$ cat config.mk
export PLATFORM = sky130hd
export DESIGN_NAME = ifex_reg
export DESIGN_NICKNAME = d
export VERILOG_FILES = /design/src/rtl/ifex_pkg.sv /design/src/rtl/ifex_alu_core.sv /design/src/rtl/ifex_reg.sv
export SDC_FILE = /design/constraint.sdc
export NUM_CORES = 1
export LEC_CHECK = 0
export CORE_MARGIN = 8
export CORE_UTILIZATION = 53
export CTS_CLUSTER_SIZE = 20
export DETAILED_ROUTE_END_ITERATION = 8
export GPL_TIMING_DRIVEN = 0
export PLACE_DENSITY_LB_ADDON = 0.05
export SLEW_MARGIN = 40
export SYNTH_ARGS = -nofsm -noshare
export SYNTH_HDL_FRONTEND = slang
export SYNTH_SLANG_ARGS = --single-unit
$ cat constraint.sdc
create_clock -name CLK -period 11 [get_ports CLK]
set_clock_uncertainty 0.2 [all_clocks]
set_input_delay 2.2 -clock CLK [delete_from_list [all_inputs] [get_ports CLK]]
set_output_delay 2.2 -clock CLK [all_outputs]
set_load 0.05 [all_outputs]
$ cat src/rtl/ifex_pkg.sv
`default_nettype none
// ============================================================================
// Module   : ifex_pkg
// Purpose  : Shared constants and ALU operation encodings for the
//            decode-to-execute pipeline register and its ALU chain.
// Contents : BUS_WIDTH_DEF, REGISTER_DEF, ALU_FUNCT_BITS_DEF width constants;
//            alu1_op_e (parent ALU codes); alu2_op_e (child ALU codes).
// Revision : 1.0  initial release
// ============================================================================
package ifex_pkg;

  localparam int unsigned BUS_WIDTH_DEF      = 32;
  localparam int unsigned REGISTER_DEF       = 6;
  localparam int unsigned ALU_FUNCT_BITS_DEF = 3;

  // Parent ALU: operates on Src1A and the selected operand B.
  typedef enum logic [ALU_FUNCT_BITS_DEF-1:0] {
    ALU1_ADD   = 3'b000,
    ALU1_SUB   = 3'b001,
    ALU1_MUL   = 3'b010,
    ALU1_AND   = 3'b011,
    ALU1_OR    = 3'b100,
    ALU1_SLT   = 3'b101,
    ALU1_PASSA = 3'b110,
    ALU1_PASSB = 3'b111
  } alu1_op_e;

  // Child ALU: operates on the parent result P and Src1C.
  typedef enum logic [ALU_FUNCT_BITS_DEF-1:0] {
    ALU2_PASSP = 3'b000,
    ALU2_ADD   = 3'b001,
    ALU2_SUB   = 3'b010,
    ALU2_RELU  = 3'b011,
    ALU2_MAX   = 3'b100,
    ALU2_MIN   = 3'b101,
    ALU2_SRA   = 3'b110,
    ALU2_PASSC = 3'b111
  } alu2_op_e;

endpackage : ifex_pkg
`default_nettype wire

$ cat src/rtl/ifex_alu_core.sv
`default_nettype none
// ============================================================================
// Module   : ifex_alu_core
// Purpose  : Purely combinational execute datapath: operand-B mux, parent
//            ALU and the child ALU chained behind it.
// Ports    : i_alu1_src    - 1 selects i_sign_imm as operand B, 0 i_src_b
//            i_alu1_cntrl  - parent ALU function code
//            i_alu2_cntrl  - child ALU function code
//            i_src_a/b/c   - register operands
//            i_sign_imm    - sign-extended immediate
//            o_alu_out1    - parent result
//            o_alu_out2    - child result (memory address / write-back)
// Config   : IFEX_MUL_EN - when defined the parent multiply is built;
//            otherwise parent code 010 yields zero and no multiplier exists.
// Revision : 1.0  initial release
// ============================================================================
module ifex_alu_core
  import ifex_pkg::*;
#(
  parameter int BUS_WIDTH      = BUS_WIDTH_DEF,
  parameter int ALU_FUNCT_BITS = ALU_FUNCT_BITS_DEF
) (
  input  logic                      i_alu1_src,
  input  logic [ALU_FUNCT_BITS-1:0] i_alu1_cntrl,
  input  logic [ALU_FUNCT_BITS-1:0] i_alu2_cntrl,
  input  logic [BUS_WIDTH-1:0]      i_src_a,
  input  logic [BUS_WIDTH-1:0]      i_src_b,
  input  logic [BUS_WIDTH-1:0]      i_src_c,
  input  logic [BUS_WIDTH-1:0]      i_sign_imm,
  output logic [BUS_WIDTH-1:0]      o_alu_out1,
  output logic [BUS_WIDTH-1:0]      o_alu_out2
);

  alu1_op_e             w_op1;
  alu2_op_e             w_op2;
  logic [BUS_WIDTH-1:0] w_op_b;
  logic [BUS_WIDTH-1:0] w_p;
  logic [BUS_WIDTH-1:0] w_q;
  logic                 w_lt_ab;
  logic                 w_lt_pc;

  assign w_op1  = alu1_op_e'(i_alu1_cntrl);
  assign w_op2  = alu2_op_e'(i_alu2_cntrl);
  assign w_op_b = i_alu1_src ? i_sign_imm : i_src_b;

  // Two's-complement comparisons shared by SLT and by MAX/MIN.
  assign w_lt_ab = $signed(i_src_a) < $signed(w_op_b);
  assign w_lt_pc = $signed(w_p) < $signed(i_src_c);

  // Parent ALU. Add/sub/mul are truncated to BUS_WIDTH, i.e. wrap.
  always_comb begin
    w_p = '0;
    case (w_op1)
      ALU1_ADD:   w_p = i_src_a + w_op_b;
      ALU1_SUB:   w_p = i_src_a - w_op_b;
      ALU1_MUL: begin
`ifdef IFEX_MUL_EN
        w_p = i_src_a * w_op_b;
`else
        w_p = '0;
`endif
      end
      ALU1_AND:   w_p = i_src_a & w_op_b;
      ALU1_OR:    w_p = i_src_a | w_op_b;
      ALU1_SLT:   w_p = {{(BUS_WIDTH-1){1'b0}}, w_lt_ab};
      ALU1_PASSA: w_p = i_src_a;
      ALU1_PASSB: w_p = w_op_b;
      default:    w_p = '0;
    endcase
  end

  // Child ALU, fed by the parent result.
  always_comb begin
    w_q = '0;
    case (w_op2)
      ALU2_PASSP: w_q = w_p;
      ALU2_ADD:   w_q = w_p + i_src_c;
      ALU2_SUB:   w_q = w_p - i_src_c;
      ALU2_RELU:  w_q = w_p[BUS_WIDTH-1] ? '0 : w_p;
      ALU2_MAX:   w_q = w_lt_pc ? i_src_c : w_p;
      ALU2_MIN:   w_q = w_lt_pc ? w_p : i_src_c;
      ALU2_SRA:   w_q = $signed(w_p) >>> i_src_c[4:0];
      ALU2_PASSC: w_q = i_src_c;
      default:    w_q = '0;
    endcase
  end

  assign o_alu_out1 = w_p;
  assign o_alu_out2 = w_q;

endmodule : ifex_alu_core
`default_nettype wire

$ cat src/rtl/ifex_reg.sv
`default_nettype none
// ============================================================================
// Module   : ifex_reg
// Purpose  : Decode-to-execute pipeline register. Captures the decode-stage
//            control bits and operands every rising CLK edge (no stall) and
//            drives the execute datapath combinationally from those copies.
// Ports    : CLK, RST_N          - clock, asynchronous active-low reset
//            *D inputs           - decode-stage controls, codes, operands
//            PCEn ... Rd         - registered copies of the *D inputs
//            WriteDstReg         - Rd when RegDst=1, else Rt
//            ALUOut1 / ALUOut2   - parent / child ALU results
// Reset    : all registers clear to 0 except PCEn which resets to 1, giving
//            a bubble that still lets fetch advance.
// Config   : IFEX_MUL_EN - enables the parent multiplier (see ifex_alu_core).
// Revision : 1.0  initial release
// ============================================================================
module ifex_reg
  import ifex_pkg::*;
#(
  parameter int BUS_WIDTH      = BUS_WIDTH_DEF,
  parameter int REGISTER       = REGISTER_DEF,
  parameter int ALU_FUNCT_BITS = ALU_FUNCT_BITS_DEF
) (
  input  logic                      CLK,
  input  logic                      RST_N,
  input  logic                      PCEnD,
  input  logic                      RegWriteD,
  input  logic                      ALU1SrcD,
  input  logic                      RegDstD,
  input  logic                      MemWriteD,
  input  logic                      MemtoRegD,
  input  logic [ALU_FUNCT_BITS-1:0] ALU1CntrlD,
  input  logic [ALU_FUNCT_BITS-1:0] ALU2CntrlD,
  input  logic [BUS_WIDTH-1:0]      Src1AD,
  input  logic [BUS_WIDTH-1:0]      Src1BD,
  input  logic [BUS_WIDTH-1:0]      Src1CD,
  input  logic [BUS_WIDTH-1:0]      SignImmD,
  input  logic [REGISTER-1:0]       RtD,
  input  logic [REGISTER-1:0]       RdD,
  output logic                      PCEn,
  output logic                      RegWrite,
  output logic                      ALU1Src,
  output logic                      RegDst,
  output logic                      MemWrite,
  output logic                      MemtoReg,
  output logic [ALU_FUNCT_BITS-1:0] ALU1Cntrl,
  output logic [ALU_FUNCT_BITS-1:0] ALU2Cntrl,
  output logic [BUS_WIDTH-1:0]      Src1A,
  output logic [BUS_WIDTH-1:0]      Src1B,
  output logic [BUS_WIDTH-1:0]      Src1C,
  output logic [BUS_WIDTH-1:0]      SignImm,
  output logic [REGISTER-1:0]       Rt,
  output logic [REGISTER-1:0]       Rd,
  output logic [REGISTER-1:0]       WriteDstReg,
  output logic [BUS_WIDTH-1:0]      ALUOut1,
  output logic [BUS_WIDTH-1:0]      ALUOut2
);

  logic                      r_pc_en;
  logic                      r_reg_write;
  logic                      r_alu1_src;
  logic                      r_reg_dst;
  logic                      r_mem_write;
  logic                      r_mem_to_reg;
  logic [ALU_FUNCT_BITS-1:0] r_alu1_cntrl;
  logic [ALU_FUNCT_BITS-1:0] r_alu2_cntrl;
  logic [BUS_WIDTH-1:0]      r_src_a;
  logic [BUS_WIDTH-1:0]      r_src_b;
  logic [BUS_WIDTH-1:0]      r_src_c;
  logic [BUS_WIDTH-1:0]      r_sign_imm;
  logic [REGISTER-1:0]       r_rt;
  logic [REGISTER-1:0]       r_rd;

  logic [BUS_WIDTH-1:0]      w_alu_out1;
  logic [BUS_WIDTH-1:0]      w_alu_out2;

  // PCEn resets high so the front end keeps fetching while this stage
  // holds a bubble (no register or memory write).
  always_ff @(posedge CLK or negedge RST_N) begin
    if (!RST_N) begin
      r_pc_en      <= 1'b1;
      r_reg_write  <= 1'b0;
      r_alu1_src   <= 1'b0;
      r_reg_dst    <= 1'b0;
      r_mem_write  <= 1'b0;
      r_mem_to_reg <= 1'b0;
      r_alu1_cntrl <= '0;
      r_alu2_cntrl <= '0;
      r_src_a      <= '0;
      r_src_b      <= '0;
      r_src_c      <= '0;
      r_sign_imm   <= '0;
      r_rt         <= '0;
      r_rd         <= '0;
    end else begin
      r_pc_en      <= PCEnD;
      r_reg_write  <= RegWriteD;
      r_alu1_src   <= ALU1SrcD;
      r_reg_dst    <= RegDstD;
      r_mem_write  <= MemWriteD;
      r_mem_to_reg <= MemtoRegD;
      r_alu1_cntrl <= ALU1CntrlD;
      r_alu2_cntrl <= ALU2CntrlD;
      r_src_a      <= Src1AD;
      r_src_b      <= Src1BD;
      r_src_c      <= Src1CD;
      r_sign_imm   <= SignImmD;
      r_rt         <= RtD;
      r_rd         <= RdD;
    end
  end

  ifex_alu_core #(
    .BUS_WIDTH      (BUS_WIDTH),
    .ALU_FUNCT_BITS (ALU_FUNCT_BITS)
  ) u_alu_core (
    .i_alu1_src   (r_alu1_src),
    .i_alu1_cntrl (r_alu1_cntrl),
    .i_alu2_cntrl (r_alu2_cntrl),
    .i_src_a      (r_src_a),
    .i_src_b      (r_src_b),
    .i_src_c      (r_src_c),
    .i_sign_imm   (r_sign_imm),
    .o_alu_out1   (w_alu_out1),
    .o_alu_out2   (w_alu_out2)
  );

  assign PCEn        = r_pc_en;
  assign RegWrite    = r_reg_write;
  assign ALU1Src     = r_alu1_src;
  assign RegDst      = r_reg_dst;
  assign MemWrite    = r_mem_write;
  assign MemtoReg    = r_mem_to_reg;
  assign ALU1Cntrl   = r_alu1_cntrl;
  assign ALU2Cntrl   = r_alu2_cntrl;
  assign Src1A       = r_src_a;
  assign Src1B       = r_src_b;
  assign Src1C       = r_src_c;
  assign SignImm     = r_sign_imm;
  assign Rt          = r_rt;
  assign Rd          = r_rd;
  assign WriteDstReg = r_reg_dst ? r_rd : r_rt;
  assign ALUOut1     = w_alu_out1;
  assign ALUOut2     = w_alu_out2;

endmodule : ifex_reg
`default_nettype wire

After elaboration in Yosys (flattened, before gate mapping)
Cells that the tools add are included.

Bits in registers: 152. Output and inout bits: 222. Word-level logic and storage cells: 46.

$add $sub $neg: 4. Order comparisons: 2. Equality and inequality tests: 14. Shift-type cells: 1. Mux-type cells: 7. Bitwise gates (word level): 2. Reductions and logical operators: 2.

Operators with widths (count): $pmux 32 s8 (2); $mux 32 (3); $add 32x32->32 (2); $lt 32x32->1 (2); $sub 32x32->32 (2); $and 32x32->32 (1); $or 32x32->32 (1); $sshr 32x5->32 (1); $mux 31 (1); $eq 3x3->1 const B (8); $eq 3x2->1 const B (4); $eq 3x1->1 const B (2); $logic_not 3->1 (2); $mux 6 (1).

Longest topological paths before layout
Word-level depth: 6. Mapped depth: 36. Mapped depth without buffers: 30.

Modules after synthesis
Synthesis repeated with hierarchy kept, for this count alone.

Cell total of the unflattened synthesis: 2302. Area, all modules: 17815.8 um2.

Modules (own cells, without submodules): ifex_alu_core (times used 1, cells an instance 2143, area each 13909.6 um2, seq. area each 0.0 um2); ifex_reg (times used 1, cells an instance 159, area each 3906.2 um2, seq. area each 3804.9 um2).

Least setup slack after synthesis
Ideal clock, no wire load.

Path type: register -> output. Start point: register r_alu1_src, in the netlist ALU1Src. End point: output port ALUOut2[4]. Arrival: 8.408 ns. Data required time: 8.600 ns. Path slack: 0.192 ns. Cell stages (with the launch flop): 35. Cells stage by stage: dfrtp_1 > buf_6 > buf_6 > buf_6 > buf_2 > mux2i_1 > inv_1 > ha_1 > inv_1 > fa_1 > nor2b_1 > o211ai_1 > a21oi_2 > a41oi_1 > nand3_1 > a21oi_1 > o21ai_0 > o21ai_0 > a21oi_1 > a21oi_1 > inv_1 > ha_1 > fa_1 > nand2b_1 > a21oi_1 > o211ai_1 > a211oi_2 > o21ai_1 > a22oi_4 > xnor2_1 > and2_1 > clkbuf_1 > clkbuf_1 > a2111oi_2 > a211oi_1.

Word-level cells in the longest chain between the ends: 6.

RTL lines: start: declaration (line ifex_reg.sv:61) `logic r_alu1_src;`; start signal: assignment (line ifex_reg.sv:98) `r_alu1_src <= ALU1SrcD;`; $mux 32 * (line ifex_alu_core.sv:44) `assign w_op_b = i_alu1_src ? i_sign_imm : i_src_b;`; $sub 32x32->32, or another cell as far along (line ifex_alu_core.sv:55) `ALU1_SUB: w_p = i_src_a - w_op_b;`; $pmux 32 s8 * (line ifex_alu_core.sv:53) `case (w_op1)`; net ALUOut1[0] (line ifex_reg.sv:55) `output logic [BUS_WIDTH-1:0] ALUOut1,`; $lt 32x32->1 (line ifex_alu_core.sv:48) `assign w_lt_pc = $signed(w_p) < $signed(i_src_c);`; $mux 32, on equally long branches (line ifex_alu_core.sv:81, ifex_alu_core.sv:80); $pmux 32 s8 * (line ifex_alu_core.sv:75) `case (w_op2)`; end: declaration (line ifex_reg.sv:56) `output logic [BUS_WIDTH-1:0] ALUOut2`.

The timed path passes the listed nets; every way through them passes the cells marked *.

Worst setup path in the final report
Start point: register r_alu1_src, in the netlist ALU1Src. End point: output port ALUOut2[18].

Word-level cells in the longest chain between the ends: 6.

RTL lines (line): $mux 32 * (ifex_alu_core.sv:44); $sub 32x32->32, or another cell as far along (ifex_alu_core.sv:55); $pmux 32 s8 * (ifex_alu_core.sv:53); $lt 32x32->1 (ifex_alu_core.sv:48); $mux 32, on equally long branches (ifex_alu_core.sv:81, ifex_alu_core.sv:80); $pmux 32 s8 * (ifex_alu_core.sv:75).

Mark *: on every way between the ends. The rest lies on a longest branch, timed or not.

==> summary.md <==
| Metric | Value |
|---|---|
| Status | finished with violations |
| Failing checks | design-rule violations, negative setup slack |
| Max cap viols | 0 |
| Setup crit end kind | output port |
| Final net count | ~3,000 |
| Worst Path Required | between 8 and 9 ns |
| Max-slew headroom | 0.373 |
| Fin Hold WS | between 1 and 1.5 ns |
| Initial antenna violation count | 0 |
| Synth area leader | dfrtp_1 |
| Worst Path Max Fanout | 14 |
| Top cells by area, synth | dfrtp_1, ha_1, a21oi_1 |
| Worst setup margin | -0.0217 ns |
| Syn_area_per_cell | 7.87 um^2 |
| Critical Path Max Stage Delay | 0.55 ns |
| Met3 WL | 10.7 mm |
| Gr ovfl total | 0 |
| Number of global-route vias before repair | about 22,000 |
| Max frequency | 0.0907 GHz |
| DRC errors left | 9 |
| H-tree depth | 4 |
| Yosys top cell area share | 0.211 |
| CTS tree | done |
| Yosys warns | 0 |
| Die ar. | ~0.04 mm^2 |
| Final period util | 1.00 |
| Power per cell area | around 130 mW/mm^2 |
| Maximum clock path buffer count | 2 |
| Core Util, Final | 0.695 |
| First-pass GRT wire length | roughly 130 mm |
| Register Area | 0.00381 mm^2 |
| Starting Density | 0.536 |
| Inserted Clock Buffers | 17 |
| Async S/R FF share, synth | 1.00 |
| #FFs+latches synth | approximately 150 |
| Non-filler cells, final | roughly 3,100 |
| Number of synthesized flops with an enable pin | 0 |
| M1 WL | 30.0 mm |
| Synth top cells by count | nor2_1, a21oi_1, ha_1, inv_1, dfrtp_1 |
| Sequential share of the synthesized area | 0.213 |
| Final worst path period need | roughly 11 ns |
| Gate Count Post-Synth | roughly 2,300 |
| Router iterations before antenna repair | 9 |
| Drt wl/cell | about 28 um |
| Synthesized cell area | 0.0179 mm^2 |
| Dpl cells | between 3,000 and 4,000 |
| Clk root buf | clkbuf_16 |
| Crit-path leading delay family | compound AO/OA/AOI/OAI gates |
| CTS Sinks | ~150 |
| Largest net degree at the start of global routing | 80 |
| Share of layout cells above drive strength 1 | 0.0943 |
| Input/output buffers | between 300 and 400 |
| Filler cells | ~2,600 |
| Ant diodes | 0 |
| Floorplan core area | between 0.03 and 0.04 mm^2 |
| Leakage | approximately 10 nW |
| Die width | roughly 200 um |
| Total power | between 3 and 4 mW |
| Multi-input gate area | about 0.013 mm^2 |
| Post-synth net total | around 2,600 |
| Least-Margin Pin Slew | ~0.94 ns |
| Final Slew Violations | 0 |
| GRT Resource Usage Total | 0.434 |
| Worst VDD drop | around 0.00017 V |
| Final ANT Viol Nets | 0 |
| DP HPWL | between 60 and 70 mm |
| DRT iter0 DRCs | approximately 2,800 |
| Cts hold-fix bufs | 0 |
| Final hold vios | 0 |
| WS Path Type | reg -> out |
| CP Launch Type | register |
| Min-delay worst type | in -> async |
| CP max-delay cell | a2111oi_1 |
| # setup viols final | 1 |
| Met2 wire len | 40.8 mm |
| Vias/cell | 6.98 |
| DRT Wirelength | approximately 89 mm |
| Area delta synth->final | 29.7% |
| Arrival time at the worst endpoint | between 8 and 9 ns |
| Vias | ~22,000 |
| Pre-CTS setup slack | -1.84 ns |
| CP bufs+invs | 7 |
| Post-synth cell types | 107 |
| Most used DFF post-synth | dfrtp_1 |
| Chip height | 200 um |
| Most frequent cell after synthesis | nor2_1 |
| GP Congestion | roughly 1.1 |
| Worst-path clk slew | about 0.08 ns |
| Top layer in use | met4 |
| I/O pin count | 376 |
| Row cnt | between 60 and 70 |
[area by class of cell]
class,count,area share
sequential,152,0.164
clock buffer,17,0.0183
multi-input combinational,1799,0.559
buffer,143,0.0302
tap,448,0.0242
timing repair buffer,392,0.167
clock inverter,15,0.00857
inverter,176,0.0285
[worst paths after layout]
kind                       depth (start not counted)          end  startpoint
min in group CLK                                   1         PCEn       PCEnD
worst min-delay path                               1    Src1C[24]       RST_N
max in group asynchronous                          2      ALU1Src       RST_N
worst max-delay path                              28  ALUOut2[18]     ALU1Src
[logic make-up after synthesis]
group | share of synthesized area
AOI/OAI and AO/OA | 0.331
xor gates and xnor gates | 0.00881
adders and majority gates | 0.123
buffers and inverters | 0.0746
DFF | 0.213
muxes | 0.0665
and+or+nand+nor | 0.184
[placed cells by master, fill, tap and decap left out, drive strengths merged, types with 20 or more instances in the layout]
cell	count
clkbuf	110
o21bai	21
o21ai	127
inv	178
dfrtp	151
o22ai	34
and2	20
clkdlybuf4s50	342
nor2	224
nand2	134
a21o	37
nor3	55
o31ai	27
nand2b	21
buf	79
a31oi	34
ha	169
a211oi	35
nand3	55
a221o	21
mux2i	75
nor2b	33
mux2	21
a221oi	21
o211ai	48
a21oi	213
nor4	23
[metrics by stage]
| stage | setup TNS, ns | instance area, um^2 |
|---|---|---|
| floorplan | 0 | 17900 |
| global placement | -37.43 | 22200 |
| detailed placement | -42.23 | 22300 |
| CTS | 0 | 23100 |
| global route | -0.102 | 23200 |
| finish | -0.0217 | 23200 |
[power breakdown]
group          leakage, nW  switching, mW  internal, mW
sequential            1.77         0.0319         0.587
clock                0.300          0.331         0.310
combinational         7.88           1.25         0.603
[sequential cells by signal, indices dropped and copies added (netlist names), 3 cells and up]
name,flops
ALU1Cntrl,3
ALU2Cntrl,3
Rd,6
Rt,6
SignImm,32
Src1A,32
Src1B,32
Src1C,32
[timing repair]
action / CTS / global route
endpoints found under the setup margin: 32 / 32
gates resized for setup: 113 / 39
pin swaps: 7 / 6
setup buffers: 10 / 3
[per-layer routing]
| layer | GRT usage | vias up |
|---|---|---|
| met5 | 0 | - |
| met3 | 0.113 | 564 |
| li1 | - | 9297 |
| met2 | 0.708 | 1877 |
| met4 | 0.323 | 0 |
| met1 | 0.483 | 10200 |
No activity file was read; power rests on OpenSTA's default activity.
